File: src/rtl/simon_pkg.sv
// Shared Simon definitions: playback FSM state encoding and LED constants.
// Also used by the Simon control FSM, so the encoding must stay stable.
package simon_pkg;

  typedef enum logic [2:0] {
    IDLE  = 3'd0,
    FETCH = 3'd1,
    LATCH = 3'd2,
    SHOW  = 3'd3,
    GAP   = 3'd4,
    FIN   = 3'd5
  } simon_state_e;

  localparam logic [3:0] LED_BLANK = 4'b0000;

endpackage

File: src/rtl/simon_playback_sequencer_if.sv
// Signal bundle between the playback sequencer, the Simon control FSM,
// the pattern memory read port and the LED drivers.
//
// Handshake: the control FSM raises start for one cycle, with len valid in
// that same cycle. The request is taken only when busy is low; start while
// busy is high is dropped, not queued. Completion is the one-cycle done
// pulse, and busy drops in the following cycle. abort is a level that
// overrides everything in the cycle it is sampled. Memory reads have no
// back-pressure: pattern_in must be valid the cycle after rd_en.
interface simon_playback_sequencer_if #(
  parameter int ADDR_W = 9
);
  import simon_pkg::*;

  logic              start;
  logic              abort;
  logic [ADDR_W:0]   len;
  logic              busy;
  logic              done;
  logic              rd_en;
  logic [ADDR_W-1:0] rd_addr;
  logic [3:0]        pattern_in;
  logic [3:0]        leds;
  simon_state_e      dbg_state;

  // Environment side: control FSM, pattern memory and LED drivers
  modport master (
    output start, abort, len, pattern_in,
    input  busy, done, rd_en, rd_addr, leds, dbg_state
  );

  // Sequencer side
  modport slave (
    input  start, abort, len, pattern_in,
    output busy, done, rd_en, rd_addr, leds, dbg_state
  );

endinterface

File: src/rtl/simon_interval_timer.sv
// Loadable down-counter timing the SHOW and GAP intervals.
// load wins over dec; dec saturates at zero so a stray decrement never wraps.
module simon_interval_timer #(
  parameter int TIMER_W = 16
) (
  input  logic               clk,
  input  logic               rst,
  input  logic               load,
  input  logic [TIMER_W-1:0] load_val,
  input  logic               dec,
  output logic               zero
);

  logic [TIMER_W-1:0] cnt_q, cnt_d;

  // Next count: load, else saturating decrement
  always_comb begin
    cnt_d = cnt_q;
    if (load) begin
      cnt_d = load_val;
    end else if (dec && (cnt_q != '0)) begin
      cnt_d = cnt_q - TIMER_W'(1);
    end
  end

  // Count register, cleared by asynchronous reset
  always_ff @(posedge clk or negedge rst) begin
    if (!rst) begin
      cnt_q <= '0;
    end else begin
      cnt_q <= cnt_d;
    end
  end

  assign zero = (cnt_q == '0);

endmodule

File: src/rtl/simon_playback_sequencer.sv
// Plays pattern memory entries 0..len-1 onto the LEDs: each entry is fetched,
// shown for ON_CYCLES clocks, then blanked for OFF_CYCLES clocks; a one-cycle
// done follows the last gap. abort returns to IDLE at once with LEDs blank.
module simon_playback_sequencer
  import simon_pkg::*;
#(
  parameter int ADDR_W     = 9,
  parameter int ON_CYCLES  = 4,
  parameter int OFF_CYCLES = 2,
  parameter int TIMER_W    = 16
) (
  input  logic                       clk,
  input  logic                       rst,
  simon_playback_sequencer_if.slave  bus
);

  // Timer is loaded with N-1 so that the interval spans exactly N cycles
  localparam logic [TIMER_W-1:0] ON_LOAD  = TIMER_W'(ON_CYCLES - 1);
  localparam logic [TIMER_W-1:0] OFF_LOAD = TIMER_W'(OFF_CYCLES - 1);
  localparam logic [ADDR_W:0]    IDX_ONE  = (ADDR_W + 1)'(1);

  simon_state_e       state_q, state_d;
  // idx is one bit wider than the address so len = 2^ADDR_W needs no wrap
  logic [ADDR_W:0]    idx_q, idx_d;
  logic [ADDR_W:0]    len_q, len_d;
  logic [3:0]         leds_q, leds_d;
  logic               done_q, done_d;
  logic               tmr_load, tmr_dec, tmr_zero;
  logic [TIMER_W-1:0] tmr_load_val;
  logic               last_entry;

  assign last_entry = (idx_q == (len_q - IDX_ONE));

  simon_interval_timer #(
    .TIMER_W (TIMER_W)
  ) u_timer (
    .clk      (clk),
    .rst      (rst),
    .load     (tmr_load),
    .load_val (tmr_load_val),
    .dec      (tmr_dec),
    .zero     (tmr_zero)
  );

  // State and datapath registers
  always_ff @(posedge clk or negedge rst) begin
    if (!rst) begin
      state_q <= IDLE;
      idx_q   <= '0;
      len_q   <= '0;
      leds_q  <= LED_BLANK;
      done_q  <= 1'b0;
    end else begin
      state_q <= state_d;
      idx_q   <= idx_d;
      len_q   <= len_d;
      leds_q  <= leds_d;
      done_q  <= done_d;
    end
  end

  // Next-state decode; abort overrides every state
  always_comb begin
    state_d = state_q;
    if (bus.abort) begin
      state_d = IDLE;
    end else begin
      case (state_q)
        IDLE:    if (bus.start) state_d = (bus.len == '0) ? FIN : FETCH;
        FETCH:   state_d = LATCH;
        LATCH:   state_d = SHOW;
        SHOW:    if (tmr_zero) state_d = GAP;
        GAP:     if (tmr_zero) state_d = last_entry ? FIN : FETCH;
        FIN:     state_d = IDLE;
        default: state_d = IDLE;
      endcase
    end
  end

  // Datapath next values, registered LED/done outputs and timer control
  always_comb begin
    idx_d        = idx_q;
    len_d        = len_q;
    leds_d       = leds_q;
    done_d       = 1'b0;
    tmr_load     = 1'b0;
    tmr_load_val = ON_LOAD;
    tmr_dec      = 1'b0;
    if (bus.abort) begin
      leds_d = LED_BLANK;
      len_d  = '0;
      idx_d  = '0;
    end else begin
      case (state_q)
        IDLE: begin
          if (bus.start) begin
            len_d  = bus.len;
            idx_d  = '0;
            done_d = (bus.len == '0);
          end
        end
        LATCH: begin
          leds_d       = bus.pattern_in;
          tmr_load     = 1'b1;
          tmr_load_val = ON_LOAD;
        end
        SHOW: begin
          if (tmr_zero) begin
            leds_d       = LED_BLANK;
            tmr_load     = 1'b1;
            tmr_load_val = OFF_LOAD;
          end else begin
            tmr_dec = 1'b1;
          end
        end
        GAP: begin
          if (tmr_zero) begin
            if (last_entry) begin
              done_d = 1'b1;
            end else begin
              idx_d = idx_q + IDX_ONE;
            end
          end else begin
            tmr_dec = 1'b1;
          end
        end
        default: ;
      endcase
    end
  end

  assign bus.leds      = leds_q;
  assign bus.done      = done_q;
  assign bus.rd_en     = (state_q == FETCH);
  assign bus.rd_addr   = idx_q[ADDR_W-1:0];
  assign bus.busy      = (state_q != IDLE);
  assign bus.dbg_state = state_q;

endmodule

File: src/flat_wrapper.sv
// flat-port wrapper written by rule: the top's interface ports become plain ports
module simon_playback_sequencer_flat import simon_pkg::*;
#(
  parameter int ADDR_W     = 9,
  parameter int ON_CYCLES  = 4,
  parameter int OFF_CYCLES = 2,
  parameter int TIMER_W    = 16
)
  (clk, rst, bus_start, bus_abort, bus_len, bus_pattern_in, bus_busy, bus_done, bus_rd_en, bus_rd_addr, bus_leds, bus_dbg_state);
  simon_playback_sequencer_if #(.ADDR_W(ADDR_W)) bus_i ();
  input  logic clk;
  input  logic rst;
  input wire logic [$bits(bus_i.start)-1:0] bus_start;
  input wire logic [$bits(bus_i.abort)-1:0] bus_abort;
  input wire logic [$bits(bus_i.len)-1:0] bus_len;
  input wire logic [$bits(bus_i.pattern_in)-1:0] bus_pattern_in;
  output wire logic [$bits(bus_i.busy)-1:0] bus_busy;
  output wire logic [$bits(bus_i.done)-1:0] bus_done;
  output wire logic [$bits(bus_i.rd_en)-1:0] bus_rd_en;
  output wire logic [$bits(bus_i.rd_addr)-1:0] bus_rd_addr;
  output wire logic [$bits(bus_i.leds)-1:0] bus_leds;
  output wire logic [$bits(bus_i.dbg_state)-1:0] bus_dbg_state;
  assign bus_i.start = bus_start;
  assign bus_i.abort = bus_abort;
  assign bus_i.len = bus_len;
  assign bus_i.pattern_in = bus_pattern_in;
  assign bus_busy = bus_i.busy;
  assign bus_done = bus_i.done;
  assign bus_rd_en = bus_i.rd_en;
  assign bus_rd_addr = bus_i.rd_addr;
  assign bus_leds = bus_i.leds;
  assign bus_dbg_state = bus_i.dbg_state;
  simon_playback_sequencer #(.ADDR_W(ADDR_W), .ON_CYCLES(ON_CYCLES), .OFF_CYCLES(OFF_CYCLES), .TIMER_W(TIMER_W)) u_core (.clk(clk), .rst(rst), .bus(bus_i));
endmodule
File: config.mk
export PLATFORM = sky130hd
export DESIGN_NAME = simon_playback_sequencer_flat
export DESIGN_NICKNAME = d
export VERILOG_FILES = /design/src/rtl/simon_pkg.sv /design/src/rtl/simon_playback_sequencer_if.sv /design/src/rtl/simon_interval_timer.sv /design/src/rtl/simon_playback_sequencer.sv /design/src/flat_wrapper.sv
export SDC_FILE = /design/constraint.sdc
export NUM_CORES = 1
export LEC_CHECK = 0
export ABC_AREA = 1
export CAP_MARGIN = 20
export CORE_UTILIZATION = 55
export DETAILED_ROUTE_END_ITERATION = 10
export PLACE_DENSITY = 0.86
export SYNTH_ARGS = -nofsm -noshare
export SYNTH_HDL_FRONTEND = slang
export SYNTH_HIERARCHICAL = 1
export SYNTH_SLANG_ARGS = --single-unit
File: constraint.sdc
create_clock -name clk -period 3.82 [get_ports clk]
set_clock_uncertainty 0.2 [all_clocks]
set_input_delay 0.955 -clock clk [delete_from_list [all_inputs] [get_ports clk]]
set_output_delay 0.955 -clock clk [all_outputs]
set_load 0.1 [all_outputs]
==> results.cfg <==
[run_status]
status = finished, final reports clean

[route]
drtIter0Drc = 238
viasPerCell = 5.18
routed_wl_um = 7140
routed-wl-met3_um = 246
highest_layer = met4
wl_per_cell_um = 12.4
wl_met1_um = 3250
drt_pass1_iterations = 4
drc_errors = 0
antenna_left = 0
wl_met2_um = 3580
dr_total_vias = 2990

[die]
ios = 37
num_rows = 27
die_area_mm2 = 0.00609
dieHeight_um = 78.0
die_width_um = 78.0
fp.coreArea_mm2 = 0.00554
initial_utilization_pct = 57.4

[power_and_ir_drop]
intPower_mw = 1.03
ir_drop_mv = 0.435
clock_power_share_pct = 16.1
p_sw_mw = 0.944
p_comb_share_pct = 48.9
p_leak_nw = 1.86
switching_share_pct = 47.8
power_density_mw_per_mm2 = 544
p_seq_share_pct = 35.0

[yosys]
syn_inst = 464
synth_seq_area_share_pct = 34.6
syn_area_mm2 = 0.00318
yosysTopAreaCellShare_pct = 34.6
synth_most_common_cell = nand2_1
ys_seq_elements = 44
yosysTopAreaCell = dfrtp_1
yosys_warnings = 6
syn_area_per_cell_um2 = 6.85
synth_edf_count = 0
yosys-top-cells-area = dfrtp_1 35%, nand2_1 16%, nand3_1 9.3%, inv_1 6.6%, nor2_1 5.6%
synthTopCellsByCount = 132 x nand2_1, 59 x nand3_1, 56 x inv_1
async_flop_share_pct = 100
synthFlopType = dfrtp_1
ys_types = 34

[timing]
rsz0062_at_grt = no
fin_crit_sh_pct = 81.1
finalHoldViolations = 0
fmax_mhz = 323
maxSlewViolCount = 0
period_needed_ps = 3100
setup_viol = 0
tightest_slew_ps = 714
fin_setup_tns_ps = 0
hold_ws_ps = 266
slew_headroom_pct = 52.1

[global_routing]
track_usage_pct = 26.5
antenna_found_initial = 0
grt_max_degree = 45
grt_first_pass_wirelength_um = 12800
grt_pass1_vias = 2889
grt_overflow = 0

[clock_tree]
clk_pin_slew_ps = 80
clockBufferDepth = 2
cts_sinks = 44
numCtsBuffers = 5
root_buffer = clkbuf_8
cts_resized = 0
h-tree-depth = 2
clock_latency_ps = 300
postCtsHoldBufs = 0
cts_tree = built
postCtsSetupRepairBufs = 0

[layout]
synthToLayoutAreaGrowth_pct = 14.3
diodes = 0
fin_area_mm2 = 0.00363
nets = 526
layout-drive-gt1-share_pct = 16.2

[place]
dp_hpwl_um = 5380
dpl_cell_area_mm2 = 0.00352
port_buffers = 36
place_congestion = 0.899

[critical_path]
critPathCaptureType = flop
cp.arrival_ps = 3090
cp-start-kind = flop
cp.required_ps = 3810
critPathKind = reg2reg
critPathMaxFanout = 24

[worst_hold_path]
hp-class = in2async

[run]
cap_violations = 0
[critical path, cell delays in order (launching register included)]
cell and delay, ps:
dfrtp_1 380, inv_1 120, ha_1 240, inv_1 70
nor2_2 140, nand3_1 140, nor2_2 150, nand2_1 90
nor4_2 170, buf_4 170, o21ai_0 180, nor2_1 220
inv_2 210, or2_2 330, nand2_1 90, a21oi_1 60
[cells by family (layout without fill, tap and decap cells)]
logic type	Yosys count	in the layout	synth area share [%]
AND/OR/NAND/NOR	286	286	42.2
adder cells (fa/ha/maj)	3	3	1.18
buffers and inverters	81	109	11.5
AO/OA/AOI/OAI	35	35	6.73
other	2	15	0.236
XOR/XNOR	13	13	3.58
flip-flops	44	44	34.6
[registers in the layout (all words and copies together) (netlist names)]
register and cells:
u_core/bus.leds 4, u_core/u_timer/cnt_q 16, u_core/idx_q 10, u_core/len_q 10, u_core/bus.dbg_state 3, u_core/bus.done 1
[cells in the final DEF (no fill, tap or decap), types with 10 or more instances in the layout]
cell type          n
xor2_1            10
nor2_1            47
clkdlybuf4s50_1   16
o22ai_1           10
dfrtp_1           44
buf_4             21
nand3_1           59
inv_1             56
nor2_2            12
nand2_1          132
conb_1            15
[cell type report]
type,instances,area (um2)
Timing Repair Buffer,39,343
Sequential cell,44,1100
Fill cell,504,1910
Inverter,63,236
Clock buffer,7,96.3
Tap cell,72,90.1
Multi-Input combinational cell,352,1770
[worst paths after layout]
check / start / cells after the start / slack [ps] / end
hold / removal: rst / 1 / 270 / u_core/len_q[3]
min in group clk: u_core/bus.leds[0] / 2 / 310 / u_core/bus.leds[0]
setup reg to reg: u_core/u_timer/cnt_q[0] / 15 / 720 / u_core/u_timer/cnt_q[13]
max in group asynchronous: rst / 2 / 2710 / u_core/idx_q[6]
setup / recovery: u_core/u_timer/cnt_q[0] / 15 / 720 / u_core/u_timer/cnt_q[13]
hold reg to reg: u_core/bus.leds[0] / 2 / 310 / u_core/bus.leds[0]
[layer usage]
metal / GRT usage (%) / vias up
li1: - / 1529
met1: 33.4 / 1404
met2: 46.6 / 52
met3: 3.95 / 5
met4: 8.52 / 0
met5: 0 / -
[through the flow]
stage	worst slack [ps]	util (%)	power [mW]	instances
5_1_grt	353	65.6	2.13	577
4_1_cts	691	65.2	1.98	576
6_report	722	65.6	1.98	577
3_5_place_dp	657	63.5	1.66	569
2_1_floorplan	250	-	1.47	477
3_3_place_gp	760	63.5	1.63	569
[power by group through the flow]
stage,registers (mW),clock network [mW],logic (mW)
after global placement,0.693,0,0.937
after detailed placement,0.696,0,0.961
after global routing,0.702,0.344,1.09
final,0.691,0.318,0.967
after floorplan,0.760,0,0.705
after CTS,0.688,0.327,0.966
(Power assumes the default switching activity.)
==> RTL change: new RTL, same flow settings <==
`TIMER_W` is set to 16 in 3 places; all go to 12.
--- a/src/rtl/simon_interval_timer.sv
+++ b/src/rtl/simon_interval_timer.sv
@@ -3,3 +3,3 @@
 module simon_interval_timer #(
-  parameter int TIMER_W = 16
+  parameter int TIMER_W = 12
 ) (
--- a/src/rtl/simon_playback_sequencer.sv
+++ b/src/rtl/simon_playback_sequencer.sv
@@ -9,3 +9,3 @@
   parameter int OFF_CYCLES = 2,
-  parameter int TIMER_W    = 16
+  parameter int TIMER_W    = 12
 ) (
--- a/src/flat_wrapper.sv
+++ b/src/flat_wrapper.sv
@@ -6,3 +6,3 @@
   parameter int OFF_CYCLES = 2,
-  parameter int TIMER_W    = 16
+  parameter int TIMER_W    = 12
 )
Check against the original RTL: no difference found for any inputs over 10 cycles, from zero or initial values and one cycle with rst low; that may be too few to reach the edited logic, so the function may still have changed.
==> RTL change against the unedited design <==
- sequential cell count shrank 4
- combinational power shrank 2.7%
- count of clock-buffer cells in the layout is the same
- global-route usage grew 0.16 points
- worst setup slack gained 0.22 ns
- synthesized cell count shrank 11%
- total power shrank 6.8%
- critical path depth shrank 5
- routed wire length shrank 9.8%
- synthesized area shrank 11%
- cell area shrank 10%
- critical path type is now in2reg
- critical endpoint is now u_core/idx_q[1]$_DFFE_PN0P_
- largest cell class unchanged
==> RTL change: results (changes against the unedited design) <==
** Global routing
- The met1 track demand over resource came to 32.5% (-0.86 points).
- The global-route wire length before repair is 11100 um (-13%).
- Global routing usage on met2 :: 46.8% (+0.15 points)
- Total global routing track utilization :: 26.6% (+0.16 points)
- The maximum number of pins on one net before global-route repair came to 41 (-8.9%).
- GRT met3 Usage :: 4.53% (+0.57 points)
- The number of global-route vias before repair is 2578 (-11%).

** Routing
- The initial DRC count was 194 (-18%).
- The total routed wire length on the met1 layer was 2810 um (-13%).
- DR WL met3 :: 352 um (+43%)
- The routed wire length came to 6450 um (-9.8%).

** Finish
- Share of final-layout standard cells stronger than drive strength 1 :: 14.7% (-1.6 points)
- The number of fill cells is 425 (-16%).

** Synth
- Cell types with the highest counts after synthesis :: 117 x sky130_fd_sc_hd__nand2_1, 57 x sky130_fd_sc_hd__nand3_1, 54 x sky130_fd_sc_hd__inv_1, 40 x sky130_fd_sc_hd__dfrtp_1, 30 x sky130_fd_sc_hd__nor2_1
- Most area-consuming cells after synthesis :: sky130_fd_sc_hd__dfrtp_1 35%, sky130_fd_sc_hd__nand2_1 16%, sky130_fd_sc_hd__nand3_1 10%
- The post-synthesis cell count was 411 (-11%).
- The complex-gate fraction of the synthesized area was 7.26% (+0.52 points).
- The area share of fa/ha/maj cells after synthesis was 1.77% (+0.59 points).
- Xor/xnor share of the synthesized area :: 3.41% (-0.18 points)

** Worst setup path
- Critical path peak fanout :: 18 (-25%)
- The slowest stage of the critical path is the sky130_fd_sc_hd__clkdlybuf4s50_1 cell.
- Worst-case register-to-register setup slack :: 0.99 ns (+0.27 ns)
- R2r endpoint :: u_core/u_timer/cnt_q[7]$_DFFE_PN0P_
- Peak per-stage delay on the critical path :: 0.46 ns (+0.08 ns)

** Power
- Static Leak :: 1.66 nW (-11%)
- The worst supply voltage drop on vdd came to 0.441 mV (+1.3%).

** Outcome
- Result of the run :: finished, final reports clean

** Min path
- The worst hold path belongs to the class reg2reg.

** Placed design
- Placed cell count :: 509 (-11%)
- The last weighted congestion value of the routability-driven placer is 0.874 (-2.8%).
- The worst setup slack after placement is 0.690 ns (+0.0331 ns).
- The cell area after placement came to 3160 sq um (-10%).
[RTL change: changes by cell type in the layout (fill, tap and decap cells not counted), moves of 4 or more]
cell / unedited run / this run
sky130_fd_sc_hd__dfrtp_1: 44 / 40
sky130_fd_sc_hd__nor2_1: 47 / 30
sky130_fd_sc_hd__nand2_1: 132 / 117
sky130_fd_sc_hd__xor2_1: 10 / 6
sky130_fd_sc_hd__inv_2: 7 / 3
sky130_fd_sc_hd__conb_1: 15 / 11
[RTL change: cells by family after synthesis]
kind of cell	count (synthesis)
and+or+nand+nor	245
buffers and inverters	74
DFF	40
AOI/OAI and AO/OA	35
xor gates and xnor gates	11
adders and majority gates	4
other	2
[RTL change: worst max path at each step]
stage / from / to / slack [ns] / cells after the start
final: bus_abort / u_core/idx_q[1]$_DFFE_PN0P_ / 0.94 / 10
after global routing: u_core/u_timer/cnt_q[0]$_DFFE_PN0P_ / u_core/u_timer/cnt_q[7]$_DFFE_PN0P_ / 0.72 / 11
after CTS: u_core/u_timer/cnt_q[0]$_DFFE_PN0P_ / u_core/u_timer/cnt_q[7]$_DFFE_PN0P_ / 0.98 / 11
after detailed placement: bus_abort / u_core/idx_q[1]$_DFFE_PN0P_ / 0.69 / 10
after global placement: bus_abort / u_core/idx_q[1]$_DFFE_PN0P_ / 0.81 / 10
after floorplan: u_core/bus.dbg_state[0]$_DFFE_PN0P_ / bus_rd_en / 0.25 / 2
[RTL change: area by class of cell]
type | instances | area (sq um) | area share, %
Tap cell | 67 | 83.8 | 2.57
Clock inverter | 1 | 7.51 | 0.231
Clock buffer | 7 | 86.3 | 2.65
Sequential cell | 40 | 1000 | 30.7
Multi-Input combinational cell | 306 | 1540 | 47.2
Inverter | 58 | 218 | 6.69
Timing Repair Buffer | 38 | 323 | 9.92
